## config.mk

```make
export PLATFORM = sky130hd
export DESIGN_NAME = wb_load_stage
export DESIGN_NICKNAME = d
export VERILOG_FILES = /design/src/rtl/wb_load_stage_pkg.sv /design/src/rtl/wb_load_stage_load_align.sv /design/src/rtl/wb_load_stage.sv
export SDC_FILE = /design/constraint.sdc
export NUM_CORES = 1
export LEC_CHECK = 0
export CAP_MARGIN = 20
export CELL_PAD_IN_SITES_DETAIL_PLACEMENT = 1
export CELL_PAD_IN_SITES_GLOBAL_PLACEMENT = 2
export CORE_MARGIN = 2
export CORE_UTILIZATION = 25
export DETAILED_ROUTE_END_ITERATION = 7
export PLACE_DENSITY_LB_ADDON = 0.1
export SYNTH_ARGS = -nofsm -noshare
export SYNTH_HDL_FRONTEND = slang
export SYNTH_SLANG_ARGS = --single-unit
```

## constraint.sdc

```tcl
create_clock -name cpu_clk_50M -period 4.1 [get_ports cpu_clk_50M]
set_input_delay 0.82 -clock cpu_clk_50M [delete_from_list [all_inputs] [get_ports cpu_clk_50M]]
set_output_delay 0.82 -clock cpu_clk_50M [all_outputs]
set_load 0.02 [all_outputs]
```

## src/rtl/wb_load_stage_pkg.sv

```systemverilog
// Shared definitions for the MEM/WB load-return stage.
// WB FSM encodings, the data-read-enable (DRESEL) bus layout, the lane
// patterns accepted by the load aligner and the architectural reset PC.
// Optional feature macro used by the top: WB_DEBUG_TRACE_EN.
package wb_load_stage_pkg;

   // Write-back stage state: idle, load outstanding, flushed load still owed a response
   typedef enum logic [1:0] {
      WB_IDLE  = 2'b00,
      WB_WAIT  = 2'b01,
      WB_DRAIN = 2'b10
   } wb_state_e;

   // DRESEL bus: [4] = zero-extend, [3:0] = byte lanes ([3] is address offset 0)
   localparam int DRESEL_W = 5;
   typedef logic [DRESEL_W-1:0] dresel_t;

   // Legal lane patterns on dre[3:0]
   localparam logic [3:0] DRE_BYTE0 = 4'b1000;
   localparam logic [3:0] DRE_BYTE1 = 4'b0100;
   localparam logic [3:0] DRE_BYTE2 = 4'b0010;
   localparam logic [3:0] DRE_BYTE3 = 4'b0001;
   localparam logic [3:0] DRE_HALF0 = 4'b1100;
   localparam logic [3:0] DRE_HALF1 = 4'b0011;
   localparam logic [3:0] DRE_WORD  = 4'b1111;

   // PC presented on wb_pc_o while in reset (MIPS boot vector)
   localparam logic [31:0] PC_INIT = 32'hBFC0_0000;

   // True when the access asks for zero-extension instead of sign-extension
   function automatic logic dre_zext(input dresel_t dre);
      return dre[4];
   endfunction

endpackage

```

## src/rtl/wb_load_stage_load_align.sv

```systemverilog
// Load data aligner: selects the byte/half/word addressed by the lane mask
// from a little-endian bus word and sign- or zero-extends it to DATA_W.
// Pure combinational; an unrecognised lane mask yields zero.
module load_align
   import wb_load_stage_pkg::*;
#(
   parameter int DATA_W = 32
) (
   input  logic [4:0]        dre,
   input  logic [DATA_W-1:0] rdata,
   output logic [DATA_W-1:0] data
);

   logic [15:0] field;
   logic        is_byte;
   logic        is_half;
   logic        is_word;
   logic        fill;

   // Pick the addressed lanes, classify the access size, then extend
   always_comb begin
      field   = 16'h0000;
      is_byte = 1'b0;
      is_half = 1'b0;
      is_word = 1'b0;
      case (dre[3:0])
         DRE_BYTE0: begin field = {8'h00, rdata[7:0]};   is_byte = 1'b1; end
         DRE_BYTE1: begin field = {8'h00, rdata[15:8]};  is_byte = 1'b1; end
         DRE_BYTE2: begin field = {8'h00, rdata[23:16]}; is_byte = 1'b1; end
         DRE_BYTE3: begin field = {8'h00, rdata[31:24]}; is_byte = 1'b1; end
         DRE_HALF0: begin field = rdata[15:0];           is_half = 1'b1; end
         DRE_HALF1: begin field = rdata[31:16];          is_half = 1'b1; end
         DRE_WORD:  begin                                is_word = 1'b1; end
         default:   begin                                                end
      endcase
      fill = ~dre_zext(dre) & (is_byte ? field[7] : field[15]);
      if (is_word)
         data = rdata;
      else if (is_half)
         data = {{(DATA_W-16){fill}}, field};
      else if (is_byte)
         data = {{(DATA_W-8){fill}}, field[7:0]};
      else
         data = '0;
   end

endmodule

```

## src/rtl/wb_load_stage.sv

```systemverilog
// MEM/WB pipeline register with load-return unit.
// Non-load instructions pass from MEM to the WB outputs with one cycle of
// latency. A load parks its destination info in pending registers, holds the
// upstream pipeline via stall_req_o, and commits the aligned bus data when
// data_data_ok arrives. A flush while waiting turns the load into a drain
// that swallows the owed response without writing anything.
// Handshake: data_data_ok is a one-cycle valid pulse with no ready; it is
// consumed only in WAIT/DRAIN and ignored in IDLE (store responses belong
// to MEM).
// Optional: define WB_DEBUG_TRACE_EN to add the debug_wb_* trace outputs.
module wb_load_stage
   import wb_load_stage_pkg::*;
#(
   parameter int DATA_W = 32,
   parameter int RA_W   = 5,
   parameter int PC_W   = 32
) (
   input  logic                cpu_clk_50M,
   input  logic                cpu_rst,
   input  logic                flush_i,
   input  logic                mem_valid_i,
   input  logic [PC_W-1:0]     mem_pc_i,
   input  logic [RA_W-1:0]     mem_wa_i,
   input  logic                mem_wreg_i,
   input  logic [DATA_W-1:0]   mem_dreg_i,
   input  logic                mem_mreg_i,
   input  logic [4:0]          mem_dre_i,
   input  logic                mem_msext_i,
   input  logic                mem_whilo_i,
   input  logic                mem_whi_i,
   input  logic                mem_wlo_i,
   input  logic [2*DATA_W-1:0] mem_hilo_i,
   input  logic                mem_cp0_we_i,
   input  logic [RA_W-1:0]     mem_cp0_wa_i,
   input  logic [DATA_W-1:0]   mem_cp0_wd_i,
   input  logic                data_data_ok,
   input  logic [DATA_W-1:0]   data_rdata,
   output logic                stall_req_o,
   output logic [RA_W-1:0]     wb_wa_o,
   output logic                wb_wreg_o,
   output logic [DATA_W-1:0]   wb_wd_o,
   output logic                wb_whilo_o,
   output logic                wb_whi_o,
   output logic                wb_wlo_o,
   output logic [2*DATA_W-1:0] wb_hilo_o,
   output logic                wb_cp0_we_o,
   output logic [RA_W-1:0]     wb_cp0_wa_o,
   output logic [DATA_W-1:0]   wb_cp0_wd_o,
   output logic [PC_W-1:0]     wb_pc_o
`ifdef WB_DEBUG_TRACE_EN
   ,
   output logic [PC_W-1:0]     debug_wb_pc,
   output logic [3:0]          debug_wb_rf_wen,
   output logic [RA_W-1:0]     debug_wb_rf_wnum,
   output logic [DATA_W-1:0]   debug_wb_rf_wdata
`endif
);

   // FSM state, visible to bound checkers by name
   wb_state_e         state;

   // Destination info of the load whose response is outstanding
   logic [RA_W-1:0]   pend_wa;
   logic              pend_wreg;
   dresel_t           pend_dre;
   logic [PC_W-1:0]   pend_pc;

   logic [DATA_W-1:0] align_data;

   // mem_msext_i duplicates mem_dre_i[4], which is the authoritative copy
   logic              unused_msext;
   assign unused_msext = mem_msext_i;

   load_align #(.DATA_W(DATA_W)) u_load_align (
      .dre   (pend_dre),
      .rdata (data_rdata),
      .data  (align_data)
   );

   // Upstream stages hold whenever a load (live or flushed) is still owed data
   always_comb begin
      stall_req_o = (state != WB_IDLE);
   end

   // WB pipeline register, pending-load capture and load-return FSM
   always_ff @(posedge cpu_clk_50M) begin
      if (cpu_rst) begin
         state       <= WB_IDLE;
         pend_wa     <= '0;
         pend_wreg   <= 1'b0;
         pend_dre    <= '0;
         pend_pc     <= '0;
         wb_wa_o     <= '0;
         wb_wreg_o   <= 1'b0;
         wb_wd_o     <= '0;
         wb_whilo_o  <= 1'b0;
         wb_whi_o    <= 1'b0;
         wb_wlo_o    <= 1'b0;
         wb_hilo_o   <= '0;
         wb_cp0_we_o <= 1'b0;
         wb_cp0_wa_o <= '0;
         wb_cp0_wd_o <= '0;
         wb_pc_o     <= PC_W'(PC_INIT);
      end else begin
         // Write enables default low; data fields hold their last value
         wb_wreg_o   <= 1'b0;
         wb_whilo_o  <= 1'b0;
         wb_cp0_we_o <= 1'b0;
         case (state)
            WB_IDLE: begin
               if (mem_valid_i && !flush_i) begin
                  if (mem_mreg_i) begin
                     pend_wa   <= mem_wa_i;
                     pend_wreg <= mem_wreg_i;
                     pend_dre  <= mem_dre_i;
                     pend_pc   <= mem_pc_i;
                     state     <= WB_WAIT;
                  end else begin
                     wb_wa_o     <= mem_wa_i;
                     wb_wreg_o   <= mem_wreg_i;
                     wb_wd_o     <= mem_dreg_i;
                     wb_whilo_o  <= mem_whilo_i;
                     wb_whi_o    <= mem_whi_i;
                     wb_wlo_o    <= mem_wlo_i;
                     wb_hilo_o   <= mem_hilo_i;
                     wb_cp0_we_o <= mem_cp0_we_i;
                     wb_cp0_wa_o <= mem_cp0_wa_i;
                     wb_cp0_wd_o <= mem_cp0_wd_i;
                     wb_pc_o     <= mem_pc_i;
                  end
               end
            end
            WB_WAIT: begin
               if (data_data_ok) begin
                  // A flush arriving with the data kills the write but still ends the load
                  if (!flush_i) begin
                     wb_wa_o   <= pend_wa;
                     wb_wreg_o <= pend_wreg;
                     wb_wd_o   <= align_data;
                     wb_pc_o   <= pend_pc;
                  end
                  state <= WB_IDLE;
               end else if (flush_i) begin
                  state <= WB_DRAIN;
               end
            end
            WB_DRAIN: begin
               if (data_data_ok)
                  state <= WB_IDLE;
            end
            default: begin
               state <= WB_IDLE;
            end
         endcase
      end
   end

`ifdef WB_DEBUG_TRACE_EN
   // Commit trace mirrors the registered register-file write, blanked for $0
   logic trace_live;
   always_comb begin
      trace_live        = (wb_wa_o != '0);
      debug_wb_pc       = trace_live ? wb_pc_o : '0;
      debug_wb_rf_wen   = trace_live ? {4{wb_wreg_o}} : 4'b0000;
      debug_wb_rf_wnum  = trace_live ? wb_wa_o : '0;
      debug_wb_rf_wdata = trace_live ? wb_wd_o : '0;
   end
`endif

endmodule
```

==> impl_results.rst <==
.. list-table::
   :header-rows: 1

   * - Metric
     - Value
   * - Result of the run
     - finished, final reports clean
   * - Post-cts sizing count
     - 0
   * - Total track usage
     - 0.1903
   * - Combined area of all synthesized cells
     - 0.009223 mm2
   * - Standard-cell row count
     - 70
   * - Count of buffering cells on the critical path with inverters included
     - 0
   * - Syn Inst Count
     - 1179
   * - Avg WL per Cell
     - 18.83 um
   * - Post-DR vias/cell
     - 4.739
   * - Number of nets in the layout
     - 1738
   * - Endpoint arrival time on the critical path
     - 3330 ps
   * - Slew HR
     - 0.3901
   * - Worst setup path category
     - reg -> reg
   * - Layout Area Growth over Synthesis
     - 57.63%
   * - Leading register cell type out of synthesis
     - sky130_fd_sc_hd__dfxtp_1
   * - Leakage Power
     - 5.145 nW
   * - Placed wire-length estimate after detailed placement
     - 26240 um
   * - Final critical-path share of the clock period
     - 0.7061
   * - Number of global-route vias before repair
     - 9598
   * - Worst setup slack after layout
     - 1205 ps
   * - Critical path, cell by cell
     - nand4_1 -> o21ai_2 -> a2111oi_0 -> o41ai_1
   * - Number of buffers created by CTS
     - 28
   * - Remaining number of nets flagged by the antenna check after routing
     - 0
   * - Post-Place Cell Area
     - 0.01352 mm2
   * - Worst-path maximum fanout
     - 28
   * - Detailed-route wire length
     - 37840 um
   * - Core ar.
     - 0.03643 mm2
   * - Async S/R FF share, synth
     - 0
   * - Post-CTS setup buffer count
     - 0
   * - Net count of the mapped netlist
     - 1398
   * - Count of final hold-check violations
     - 0
   * - Residual DRC count
     - 0
   * - Largest buffer count on any clock path
     - 3
   * - Number of max-slew violations in the final report
     - 0
   * - Final setup violating endpoints
     - 0
   * - Detailed router's first-iteration violation count
     - 297
   * - Cell at the slowest stage of the critical path
     - sky130_fd_sc_hd__dfxtp_1
   * - Mean post-synth cell area
     - 7.822 um2
   * - Startpoint type of the worst setup path
     - flip-flop
   * - Transition time at the pin with the least slew margin
     - 891.8 ps
   * - Count of different cell masters after synthesis
     - 51
   * - Number of buffers inserted for hold repair after clock tree synthesis
     - 0
   * - Top cell family by delay on the critical path
     - compound AO/OA/AOI/OAI gates
   * - Worst supply voltage drop on vdd
     - 266.3 uV
   * - Area of the die
     - 0.03844 mm2
   * - Vias post-DR
     - 9525
   * - Starting utilization of the core area
     - 0.2531
   * - Achievable clock frequency
     - 345.4 MHz
   * - Crit path largest cell delay
     - 880 ps
   * - Setup repair after global routing missed its margin
     - false
   * - Sum of negative setup slack
     - 0 ps
   * - Maximum number of pins on one net before global-route repair
     - 107
   * - Chip Width
     - 196.1 um
   * - CTS HTree Levels
     - 1
   * - Clock insertion delay at the later pin of the skew report
     - 550 ps
   * - Worst-path clk slew
     - 60 ps
   * - Clock tree from TritonCTS
     - yes
   * - Count of input and output buffers
     - 393
   * - Number of synthesized register bits
     - 220
   * - CTS sink count
     - 220
   * - Die H
     - 196.1 um
   * - Final design instance area without fill
     - 0.01454 mm2
   * - Setup crit end kind
     - flip-flop
   * - IO Count
     - 395
   * - Share of layout cells above drive strength 1
     - 0.05595
   * - Synth warn
     - 0
   * - Max-cap violation count
     - 0
   * - Worst clock skew
     - 9.117 ps
   * - Final global-route overflow total
     - 0
   * - Root Buffer Master
     - sky130_fd_sc_hd__clkbuf_16
   * - Last weighted congestion value of the routability-driven placer
     - 0.8345
   * - Share of synthesized area occupied by flip-flops and latches
     - 0.4775
   * - Required arrival time at the worst endpoint
     - 4540 ps
   * - Number of flops mapped to enable cells by yosys
     - 0
   * - Minimum clock period
     - 2895 ps
   * - Pwr dens
     - 393.0 mW/mm2
   * - Worst hold path class
     - reg -> reg
   * - First-pass GRT wire length
     - 57520 um
   * - Number of antenna violations at the first check in global routing
     - 7
   * - Pre-Repair DR Iteration Count
     - 5
   * - Worst slack after detailed placement
     - 1046 ps
==> layout make-up <==
type                            instances  area, um2
Multi-Input combinational cell        823       4250
Clock buffer                           39      833.3
Clock inverter                          9      153.9
Antenna cell                            5      12.51
Timing Repair Buffer                  410       4163
Inverter                               36      135.1
Tap cell                              468      585.6
Fill cell                            4312      21900
Sequential cell                       220       4404
==> synthesized netlist by cell type (all sizes together) (15+ instances only) <==
cell type  instances  share of area
nor2              56          0.023
nand2b            15          0.010
nand2            379           0.15
o221ai            22          0.022
o21ai             19          0.012
clkbuf            56          0.023
a31oi             16          0.011
buf               44          0.028
a311oi            35          0.033
dfxtp            220           0.48
inv               34          0.014
nand3b            15          0.012
a21oi            176          0.096
==> per-stage QoR <==
step	cells	hold WS [ps]	power [mW]	utilization
5_1_grt	2008	468.2	5.968	0.3989
3_5_place_dp	1956	445.9	3.134	0.3710
6_report	2010	450.5	5.714	0.3990
4_1_cts	2004	454.5	5.826	0.3981
2_1_floorplan	1179	436.0	2.660	-
3_3_place_gp	1956	440.6	3.125	0.3710
==> power by group <==
group	internal, mW	switching (mW)
combinational	0.411	0.395
clock	1.66	0.978
sequential	2.23	0.0493
total	4.29	1.42
==> final timing paths <==
check	slack, ps	end	depth (start not counted)	start
setup reg to reg	1210	wb_wd_o[3]$_SDFFE_PP0P_	4	pend_dre[2]$_SDFFE_PP0P_
setup / recovery	1210	wb_wd_o[3]$_SDFFE_PP0P_	4	pend_dre[2]$_SDFFE_PP0P_
hold reg to reg	450	wb_cp0_wd_o[6]$_SDFFE_PP0P_	2	wb_cp0_wd_o[6]$_SDFFE_PP0P_
hold / removal	450	wb_cp0_wd_o[6]$_SDFFE_PP0P_	2	wb_cp0_wd_o[6]$_SDFFE_PP0P_
==> layer usage <==
metal,share of wire,up-vias,track usage,wire length (um)
met5,0.00061,-,0,23
met4,0.026,4,0.05556,976
met3,0.078,53,0.06154,2933
met2,0.45,264,0.2995,16990
met1,0.45,4515,0.2490,16920
li1,-,4689,-,-
==> flip-flops by register name, indices dropped and copies added (netlist names), 2 cells and up <==
register and flops:
wb_wa_o 5, wb_cp0_wd_o 32, wb_hilo_o 64, state 2, pend_wa 5, wb_cp0_wa_o 5
wb_pc_o 32, pend_pc 32, wb_wd_o 32, pend_dre 5
==> tightest hold or removal path, stage by stage, from the launching register on <==
cell	delay, ps
sky130_fd_sc_hd__dfxtp_1	300
sky130_fd_sc_hd__nand2_1	50
sky130_fd_sc_hd__a21oi_1	50
==> kinds of logic (layout without fill, tap and decap cells) <==
family / after synthesis / in the layout / share of synthesized area
flip-flops: 220 / 220 / 0.4775
XOR/XNOR: 1 / 1 / 0.0009498
buffers and inverters: 136 / 494 / 0.06525
AND/OR/NAND/NOR: 498 / 498 / 0.2257
other: 0 / 5 / 0
AO/OA/AOI/OAI: 317 / 317 / 0.2229
multiplexers: 7 / 7 / 0.007598
==> cells in the final DEF, fill, tap and decap left out, types with 3 or more instances in the layout <==
cell / count
sky130_fd_sc_hd__a211o_1: 10
sky130_fd_sc_hd__a21oi_1: 176
sky130_fd_sc_hd__a221oi_1: 6
sky130_fd_sc_hd__a22oi_1: 8
sky130_fd_sc_hd__a311oi_1: 35
sky130_fd_sc_hd__a31oi_1: 16
sky130_fd_sc_hd__buf_12: 8
sky130_fd_sc_hd__buf_4: 9
sky130_fd_sc_hd__bufinv_16: 4
sky130_fd_sc_hd__clkbuf_1: 3
sky130_fd_sc_hd__clkbuf_16: 29
sky130_fd_sc_hd__clkbuf_8: 7
sky130_fd_sc_hd__clkdlybuf4s50_1: 392
sky130_fd_sc_hd__dfxtp_1: 220
sky130_fd_sc_hd__diode_2: 5
sky130_fd_sc_hd__inv_1: 33
sky130_fd_sc_hd__mux2i_1: 7
sky130_fd_sc_hd__nand2_1: 377
sky130_fd_sc_hd__nand2b_1: 14
sky130_fd_sc_hd__nand3_1: 7
sky130_fd_sc_hd__nand3b_1: 15
sky130_fd_sc_hd__nor2_1: 55
sky130_fd_sc_hd__nor4b_1: 3
sky130_fd_sc_hd__o21a_1: 7
sky130_fd_sc_hd__o21ai_0: 16
sky130_fd_sc_hd__o21ai_2: 3
sky130_fd_sc_hd__o221ai_1: 21
sky130_fd_sc_hd__o41ai_1: 7
Note: power is estimated with default switching activity, not from simulation.
